$ cat src/rtl/spi_bus_arbiter.sv
// Two-requester round-robin arbiter in front of one SPI byte engine.
// Owns the chip-selects, times CS setup/hold and routes bytes through the engine.
module spi_bus_arbiter #(
    parameter int CS_SETUP = 2,
    parameter int CS_HOLD  = 2
) (
    input  logic       clk,
    input  logic       reset,
    input  logic       req0,
    input  logic       req1,
    output logic       gnt0,
    output logic       gnt1,
    output logic       tx_ready0,
    output logic       tx_ready1,
    input  logic       tx_valid0,
    input  logic       tx_valid1,
    input  logic [7:0] tx_byte0,
    input  logic [7:0] tx_byte1,
    output logic       rx_done0,
    output logic       rx_done1,
    output logic [7:0] rx_byte,
    output logic [1:0] cs_n,
    output logic       eng_start,
    output logic [7:0] eng_in_byte,
    input  logic       eng_done,
    input  logic [7:0] eng_out_byte,
    output logic [2:0] dbg_state
);

    localparam int SETUP_CYC = (CS_SETUP > 1) ? CS_SETUP : 1;
    localparam int HOLD_CYC  = ((CS_HOLD > 1) ? CS_HOLD : 1) + 1;
    localparam int CNT_MAX   = (CS_SETUP > CS_HOLD) ? CS_SETUP : CS_HOLD;
    localparam int CW        = (CNT_MAX > 0) ? $clog2(CNT_MAX + 1) : 1;

    localparam logic [CW-1:0] SETUP_LAST = CW'(SETUP_CYC - 1);
    localparam logic [CW-1:0] HOLD_LAST  = CW'(HOLD_CYC - 1);

    localparam logic [2:0] S_IDLE  = 3'd0;
    localparam logic [2:0] S_SETUP = 3'd1;
    localparam logic [2:0] S_READY = 3'd2;
    localparam logic [2:0] S_BUSY  = 3'd3;
    localparam logic [2:0] S_HOLD  = 3'd4;

    logic [2:0]    state;
    logic [CW-1:0] cnt;
    logic          last;
    logic          owner;
    logic          rst_q;
    logic [1:0]    gnt_q;
    logic [1:0]    rx_done_q;

    logic          pick;
    logic          own_req;
    logic          own_valid;
    logic [7:0]    own_byte;

    // A byte moves only on a cycle where the owner's tx_valid and tx_ready are both high;
    // tx_valid at any other time, or from the non-owner, has no effect.
    always_comb begin
        pick      = (req0 && req1) ? ~last : ~req0;
        own_req   = owner ? req1 : req0;
        own_valid = owner ? tx_valid1 : tx_valid0;
        own_byte  = owner ? tx_byte1 : tx_byte0;
    end

    // rst_q delays the first state change until the second edge after reset release.
    always_ff @(posedge clk or negedge reset) begin
        if (!reset) begin
            rst_q       <= 1'b0;
            state       <= S_IDLE;
            cnt         <= '0;
            last        <= 1'b1;
            owner       <= 1'b0;
            gnt_q       <= 2'b00;
            rx_done_q   <= 2'b00;
            rx_byte     <= 8'h00;
            eng_start   <= 1'b0;
            eng_in_byte <= 8'h00;
        end else begin
            rst_q     <= 1'b1;
            eng_start <= 1'b0;
            rx_done_q <= 2'b00;
            if (rst_q) begin
                case (state)
                    S_IDLE: begin
                        if (req0 || req1) begin
                            owner <= pick;
                            last  <= pick;
                            gnt_q <= pick ? 2'b10 : 2'b01;
                            state <= S_SETUP;
                            cnt   <= '0;
                        end
                    end
                    S_SETUP: begin
                        if (cnt == SETUP_LAST) begin
                            state <= S_READY;
                            cnt   <= '0;
                        end else begin
                            cnt <= cnt + 1'b1;
                        end
                    end
                    S_READY: begin
                        if (own_valid) begin
                            eng_in_byte <= own_byte;
                            eng_start   <= 1'b1;
                            state       <= S_BUSY;
                            cnt         <= '0;
                        end else if (!own_req) begin
                            state <= S_HOLD;
                            cnt   <= '0;
                        end
                    end
                    S_BUSY: begin
                        if (eng_done) begin
                            rx_byte   <= eng_out_byte;
                            rx_done_q <= owner ? 2'b10 : 2'b01;
                            state     <= own_req ? S_READY : S_HOLD;
                            cnt       <= '0;
                        end
                    end
                    S_HOLD: begin
                        if (cnt == HOLD_LAST) begin
                            state <= S_IDLE;
                            gnt_q <= 2'b00;
                            cnt   <= '0;
                        end else begin
                            cnt <= cnt + 1'b1;
                        end
                    end
                    default: begin
                        state <= S_IDLE;
                        gnt_q <= 2'b00;
                        cnt   <= '0;
                    end
                endcase
            end
        end
    end

    assign gnt0      = gnt_q[0];
    assign gnt1      = gnt_q[1];
    assign cs_n      = ~gnt_q;
    assign tx_ready0 = (state == S_READY) && !owner;
    assign tx_ready1 = (state == S_READY) && owner;
    assign rx_done0  = rx_done_q[0];
    assign rx_done1  = rx_done_q[1];
    assign dbg_state = state;

endmodule

$ cat config.mk
export PLATFORM = sky130hd
export DESIGN_NAME = spi_bus_arbiter
export DESIGN_NICKNAME = d
export VERILOG_FILES = /design/src/rtl/spi_bus_arbiter.sv
export SDC_FILE = /design/constraint.sdc
export NUM_CORES = 1
export LEC_CHECK = 0
export BUFFER_PORTS_ARGS = -buffer_cell sky130_fd_sc_hd__buf_2
export CAP_MARGIN = 10
export CORE_AREA = 3 3 53 103
export CTS_CLUSTER_DIAMETER = 80
export DETAILED_ROUTE_END_ITERATION = 16
export DIE_AREA = 0 0 56 106
export GPL_TIMING_DRIVEN = 0
export SKIP_CTS_REPAIR_TIMING = 1
export SYNTH_ARGS = -nofsm -noshare
export SYNTH_HDL_FRONTEND = slang
export SYNTH_SLANG_ARGS = --single-unit
$ cat constraint.sdc
create_clock -name clk -period 2.2 [get_ports clk]
set_input_delay 0.66 -clock clk [delete_from_list [all_inputs] [get_ports clk]]
set_output_delay 0.66 -clock clk [all_outputs]
set_load 0.1 [all_outputs]
==> results of run 1 <==
worst min path at each step:
stage	endpoint	startpoint	cells after the start	slack, ns
2_1_floorplan	cnt[0]	reset	0	0.36
3_3_place_gp	rx_byte[1]	rx_byte[1]	1	0.47
3_5_place_dp	rx_byte[6]	rx_byte[6]	1	0.47
4_1_cts	eng_in_byte[5]	reset	1	0.43
5_1_grt	rx_byte[5]	reset	1	0.46
6_report	eng_start	reset	1	0.42
worst reg2reg max path: stages, from the launching register on:
cell                      delay, ns
sky130_fd_sc_hd__dfrtp_4       0.51
sky130_fd_sc_hd__buf_4         0.16
sky130_fd_sc_hd__and2b_1       0.33
sky130_fd_sc_hd__nand2_1       0.16
sky130_fd_sc_hd__nor2_4        0.29
sky130_fd_sc_hd__mux2_1        0.36
metrics by stage:
step	utilization, %	instances
3_3_place_gp	38.86	230
2_1_floorplan	-	117
6_report	42.30	238
3_5_place_dp	38.86	230
4_1_cts	41.40	238
5_1_grt	42.30	238
layout make-up:
cell class	instances	area [um2]
buffer	2	22.52
clock buffer	6	82.58
clock inverter	2	37.54
fill	471	2729
inverter	5	26.28
multi-input combinational	79	689.4
sequential	29	738.2
tap	55	68.82
timing repair buffer	60	335.3
routing by layer:
metal | up-vias | GRT usage (%) | wire length (um)
met1 | 545 | 12.36 | 1140
met5 | - | 0 | 0
met4 | 0 | 7.131 | 70
met2 | 31 | 24.20 | 2045
met3 | 5 | 3.038 | 141
li1 | 540 | - | -
layout by cell type, fill, tap and decap left out, types with 2 or more instances in the layout:
| master | count |
|---|---|
| sky130_fd_sc_hd__inv_1 | 2 |
| sky130_fd_sc_hd__nor3_1 | 3 |
| sky130_fd_sc_hd__nor2_1 | 5 |
| sky130_fd_sc_hd__buf_6 | 2 |
| sky130_fd_sc_hd__nor2b_1 | 3 |
| sky130_fd_sc_hd__nand3_1 | 4 |
| sky130_fd_sc_hd__buf_2 | 56 |
| sky130_fd_sc_hd__buf_12 | 2 |
| sky130_fd_sc_hd__a21oi_1 | 2 |
| sky130_fd_sc_hd__nand2_1 | 6 |
| sky130_fd_sc_hd__mux2i_1 | 2 |
| sky130_fd_sc_hd__dfrtp_1 | 23 |
| sky130_fd_sc_hd__dfrtp_2 | 3 |
| sky130_fd_sc_hd__buf_4 | 2 |
| sky130_fd_sc_hd__a21o_1 | 2 |
| sky130_fd_sc_hd__dfrtp_4 | 2 |
| sky130_fd_sc_hd__mux2_2 | 8 |
| sky130_fd_sc_hd__clkinvlp_4 | 3 |
| sky130_fd_sc_hd__mux2_1 | 17 |
| sky130_fd_sc_hd__o21ai_0 | 3 |
| sky130_fd_sc_hd__clkbuf_8 | 6 |
| sky130_fd_sc_hd__nor2_4 | 2 |
| sky130_fd_sc_hd__nand2b_1 | 2 |
| sky130_fd_sc_hd__o2bb2ai_1 | 2 |
| sky130_fd_sc_hd__mux2_4 | 3 |
registers in the layout (all words and copies together) (netlist names):
name,count
owner,1
rx_byte,8
cnt,2
eng_start,1
gnt_q,2
last,1
dbg_state,3
rx_done_q,2
rst_q,1
eng_in_byte,8
cell families (layout without fill, tap and decap cells):
logic type	count (synthesis)	in the layout	synth area share (%)
other	1	1	0.2586
AO/OA/AOI/OAI	15	15	9.491
AND/OR/NAND/NOR	33	33	12.77
multiplexers	30	30	23.90
flip-flops	29	29	50.13
buffers and inverters	9	75	3.450
==> summary by stage, run 1 <==
Drt
After detailed routing, the average wire length per cell comes to 14.28 um. After detailed routing, the number of remaining DRC violations is 0. For this block, the via count after detailed routing is 1,121. Summed over all layers, the routed wires come to 3.398 mm. The remaining number of nets flagged by the antenna check after routing is 0. In the routed layout, each cell is associated on average with a via count of 4.710.

In this run, the number of DRC markers left after iteration 0 of detailed routing was 15. The pre-antenna-repair detailed-routing pass consisted of 3 iterations.

Yosys
The count of yosys warnings during synthesis is 0. Summed over its instances, the top area cell type makes up 48.32% of the synthesized netlist area. Summing every instance area after synthesis gives 0.001450 mm2. The cell type with the largest total area after synthesis is sky130_fd_sc_hd__dfrtp_1. The mean post-synth cell area is 12.39 um2. The synthesized net count is 148.

By area the synthesized netlist is led by sky130_fd_sc_hd__dfrtp_1 48%, sky130_fd_sc_hd__mux2_1 13%, sky130_fd_sc_hd__mux2_2 6.2%. The most used flip-flop cell after synthesis is sky130_fd_sc_hd__dfrtp_1. Counting instances in the post-synthesis netlist gives the leading cell types as 28 x sky130_fd_sc_hd__dfrtp_1, 17 x sky130_fd_sc_hd__mux2_1, 8 x sky130_fd_sc_hd__mux2_2. The number of flip-flops and latches in the synthesized netlist is 29.

The synthesized instance count is 117. After synthesis, the share of flip-flops with an asynchronous set or reset is 100.0%. Yosys mapped a number of flops with a built-in enable equal to 0. Yosys mapped the design onto 36 distinct sky130hd cell types. The part of the Yosys area used for sequential elements is 50.13%. The most common cell in the synthesized netlist is sky130_fd_sc_hd__dfrtp_1.

Clocking
TritonCTS built the clock tree. The tree built by TritonCTS fans out to 29 sinks. The clock input transition at the sequential cells of the worst setup and hold paths is 0.07 ns. The H-tree level count is 2. The clock passes through at most 2 buffers.

For the worst-skew pair, the clock arrives at the later sink with an insertion delay of 0.28 ns. The tree is rooted in a sky130_fd_sc_hd__clkbuf_8. The number of buffers created by CTS is 5.

Setup path
The number of cells on the worst reg-to-reg path is 5. Data arrives at the worst endpoint at 1.51 ns. The critical path runs through a total of 3 cells. Traced cell by cell, the critical path runs through or3b_4 -> nor2_4 -> buf_12. The worst setup path is captured at a primary output. The worst register-to-register path begins at dbg_state[2].

The buffers plus inverters on the worst setup path is 1. The biggest fanout along the worst timing path is 4. The critical path starts at dbg_state[2]. The biggest cell delay along the critical path is 0.51 ns. The slowest stage of the critical path is the sky130_fd_sc_hd__dfrtp_4 cell. The worst setup path is launched from a flip-flop.

STA puts the critical path data required time at 1.54 ns. The endpoint identified for the worst register-to-register timing path is rx_byte[2]. Setup slack on the worst reg-to-reg path comes out at 0.28 ns. The cell family contributing the most delay on the critical path is simple AND/OR/NAND/NOR gates. The end point of the critical path is tx_ready0. The critical path is of the reg2out type.

Floorplan
The initialized floorplan defines 35 standard-cell rows. The floorplan step set the die height to 106 um. The I/O pin total is 59. The die covers 0.005936 mm2. The floorplan step set the die width to 56 um. The initial utilization of the core area, before any placement, comes to 30.66%. The core region is 0.004730 mm2.

Placed design
After detailed placement, the total cell area comes to 0.001838 mm2. The weighted congestion reported at the end of routability-driven placement is 0.7544. Input and output buffers added on the ports amount to 58. The half-perimeter wire length of the detailed placement result is 2.633 mm. The worst slack at placement is -0.1644 ns.

Timing
The final hold slack is 0.4158 ns. The hold violation count in the final report is 0. At the pin with the least slew margin, the transition time is 0.6852 ns. The part of the cycle the worst path needs is 98.82%. The worst path in the final design needs a cycle of 2.174 ns, including I/O delays and setup. The setup slack of the critical path after layout is 0.02600 ns.

The relative slew slack is 54.32%. The total setup violations reported at the end of the flow is 0. The final count of pins violating max slew came to 0. The clock skew after layout is 0.008587 ns. Setup repair after global routing could not meet its margin everywhere.

The maximum clock frequency is 0.4600 GHz. The final sum of negative setup slack is 0 ns.

Layout
From synthesis to final layout, the design area changed by 37.96%. The final layout net count is 213. The number of diodes is 0. After routing the design area is 0.002001 mm2. Cells with a size suffix above 1 make up 54.64% of the layout.

Global routing
The initial antenna violation count is 0. The combined global-route utilization of all metal layers is 12.88%. Summed over all layers, the global routing overflow is 0. The maximum number of pins on one net before global-route repair is 30. The via count of the first global-routing pass is 1,207. The first global-routing pass estimated 5.858 mm of wire.

Outcome
The flow ran to the end, and the final reports show no timing, DRC or antenna violations.

Min path
In this run the worst hold path is classified as in2async.

Run
The count of maximum capacitance violations is 0.
Power of run 1 is left out: the tool's default activity adds up to more than one toggle a clock period on the data nets, which glitch-free logic cannot reach.
==> run 2, diff against run 1 <==
--- a/config.mk
+++ b/config.mk
@@ -5,12 +5,12 @@
 export SDC_FILE = /design/constraint.sdc
 export NUM_CORES = 1
 export LEC_CHECK = 0
-export BUFFER_PORTS_ARGS = -buffer_cell sky130_fd_sc_hd__buf_2
 export CAP_MARGIN = 10
 export CORE_AREA = 3 3 53 103
 export CTS_CLUSTER_DIAMETER = 80
 export DETAILED_ROUTE_END_ITERATION = 16
 export DIE_AREA = 0 0 56 106
+export DONT_BUFFER_PORTS = 1
 export GPL_TIMING_DRIVEN = 0
 export SKIP_CTS_REPAIR_TIMING = 1
 export SYNTH_ARGS = -nofsm -noshare
==> summary by stage, run 2 (synthesis gave the netlist of run 1 again) <==
Outcome
Status: complete, but fails checks (was complete, no violations). The checks that failed: setup timing.

Timing
RSZ-0062 raised after global routing: yes (unchanged). The clock skew after layout is 0.009315 ns (was 0.008587 ns). The time the final worst path needs with I/O delays and setup is 2.666 ns (was 2.174 ns). The setup slack of the critical path after layout is -0.4657 ns (was 0.02600 ns).

The relative slew slack came to 38.83% (was 54.32%). The part of the cycle the worst path needs came to 121.2% (was 98.82%). The maximum clock frequency is 0.3751 GHz (was 0.4600 GHz). The total setup violations reported at the end of the flow is 2 (was 0). The final count of pins violating max slew is 0 (unchanged). The hold violation count in the final report was 0 (unchanged). The final hold slack is 0.06030 ns (was 0.4158 ns).

The actual slew at the worst max-slew pin is 0.9175 ns (was 0.6852 ns).

Placed design
The number of placed instances, taps included was 172 (was 230). The half-perimeter wire length of the detailed placement result is 2.551 mm (was 2.633 mm). The worst slack at placement is -0.1886 ns (was -0.1644 ns). The weighted congestion reported at the end of routability-driven placement is 0.8622 (was 0.7544). The count of input and output buffers is 0 (was 58).

Floorplan
The placeable core region is 0.004730 mm2 (unchanged). The I/O pin total is 59 (unchanged). The die outline area is 0.005936 mm2 (unchanged).

The initial core utilization is 30.66% (unchanged). The horizontal extent of the die is 56 um (unchanged). The standard-cell row count is 35 (unchanged). The chip height is 106 um (unchanged).

Drt
The iteration count of the initial detailed-routing pass is 4 (was 3). The remaining number of nets flagged by the antenna check after routing was 0 (unchanged). The number of vias per cell after detailed routing is 5.091 (was 4.710). The detail-routed net length per standard cell is 18.95 um (was 14.28 um). The number of DRC violations after detailed routing is 0 (unchanged). The iteration-0 DRC count of the detailed router was 54 (was 15). The aggregate routed wire length is 3.543 mm (was 3.398 mm). The overall via count from detail_route was 952 (was 1,121).

Clocking
The clock input transition at the sequential cells of the worst setup and hold paths is 0.07 ns (about the same). The CTS tree is yes (unchanged). The total number of clock tree sinks is 29 (unchanged). The clock root buffer was sky130_fd_sc_hd__clkbuf_8 (unchanged). The clock latency on the worst-skew pair is 0.28 ns (about the same). The number of buffers created by CTS came to 5 (unchanged). The number of buffers on the longest clock path was 2 (unchanged). The H-tree level count is 2 (unchanged).

Global routing
The leftover overflow at the end of global routing is 0 (unchanged). The global routing met3 resource utilization is 3.281% (was 3.038%). The maximum number of pins on one net before global-route repair is 30 (unchanged). The first-pass GRT wire length is 5.423 mm (was 5.858 mm). The met1 track demand over resource was 11.81% (was 12.36%). The initial antenna violation count is 0 (unchanged).

The most heavily used metal layer in global routing was met2 (unchanged). The combined global-route utilization of all metal layers was 12.03% (was 12.88%). The via count of the first global-routing pass is 1,052 (was 1,207). The global-route track usage on met2 is 21.86% (was 24.20%).

Layout
The area growth from synthesis to layout is 20.88% (was 37.96%). The ratio of cells with drive above 1 in the final layout came to 37.88% (was 54.64%). The sequential cell area was 743.2 um2 (was 738.2 um2). The layout filler cell count was 476 (was 471).

The number of diodes came to 0 (unchanged). The final layout net count is 162 (was 213). The most frequent standard cell in the layout excluding fill and tap cells was sky130_fd_sc_hd__dfrtp_1 (was sky130_fd_sc_hd__buf_2). The utilization after layout came to 37.06% (was 42.30%). Leading cell types in the layout, fill and taps excluded: 23 x sky130_fd_sc_hd__dfrtp_1, 17 x sky130_fd_sc_hd__mux2_1, 8 x sky130_fd_sc_hd__mux2_2 (was 56 x sky130_fd_sc_hd__buf_2, 23 x sky130_fd_sc_hd__dfrtp_1, 17 x sky130_fd_sc_hd__mux2_1). The multi-input gate area in the final layout is 711.9 um2 (was 689.4 um2). The final instance count without filler cells is 187 (was 238).

Run
The count of maximum capacitance violations is 0 (unchanged).

Setup path
The kind of end point of the critical path is a primary output (unchanged). The required time at the endpoint of the critical path is 1.54 ns (about the same). The kind of launch point of the worst setup path is a flip-flop (unchanged). The class of the most critical setup path was reg2out (unchanged). The arrival time reported for the critical path endpoint is 2.01 ns (was 1.51 ns). The biggest fanout along the worst timing path is 5 (was 4).

Min path
The type of the tightest min-delay check is in2async (unchanged).
-- run 2: cell types whose count changed in the layout (fill, tap and decap cells not counted), sizes merged --
cell / before / now
nor2: 8 / 9
buf: 62 / 9
clkbuf: 6 / 7
-- run 2: path summary, 6_finish.rpt --
check,to,startpoint,slack [ns],cells after the start
hold reg to reg,last,last,0.49,2
hold / removal,eng_start,reset,0.06,0
setup reg to reg,rx_byte[6],dbg_state[2],0.06,6
setup / recovery,tx_ready0,dbg_state[2],-0.47,3
max in group asynchronous,last,reset,1.96,0
min in group clk,last,last,0.49,2
-- run 2: area by class of cell --
class,instances,share of cell area (%)
Clock buffer,6,4.711
Inverter,5,1.499
Multi-Input combinational cell,80,40.61
Sequential cell,29,42.40
Timing Repair Buffer,6,2.570
Buffer,4,2.141
Tap cell,55,3.926
Clock inverter,2,2.141
-- run 2: critical path, stage by stage (launching register included) --
cell                      delay (ns)
sky130_fd_sc_hd__dfrtp_4        0.63
sky130_fd_sc_hd__buf_8          0.19
sky130_fd_sc_hd__or3b_4         0.41
sky130_fd_sc_hd__nor2_4         0.49
-- run 2: layer usage --
| metal | part of all wire, % | wire (um) |
|---|---|---|
| met1 | 36 | 1260 |
| met2 | 55 | 1962 |
| met5 | 0 | 0 |
| met4 | 3.5 | 123 |
| met3 | 5.6 | 197 |
-- run 2: metrics by stage --
step                      setup TNS (ns)  instance area, um2
after floorplan                  -0.1523                1479
after global placement           -0.2380                1548
after detailed placement         -0.2772                1548
after CTS                         -1.078                1668
after global routing             -0.8491                1753
final                            -0.7513                1753
Power of run 2 is left out for the same reason.
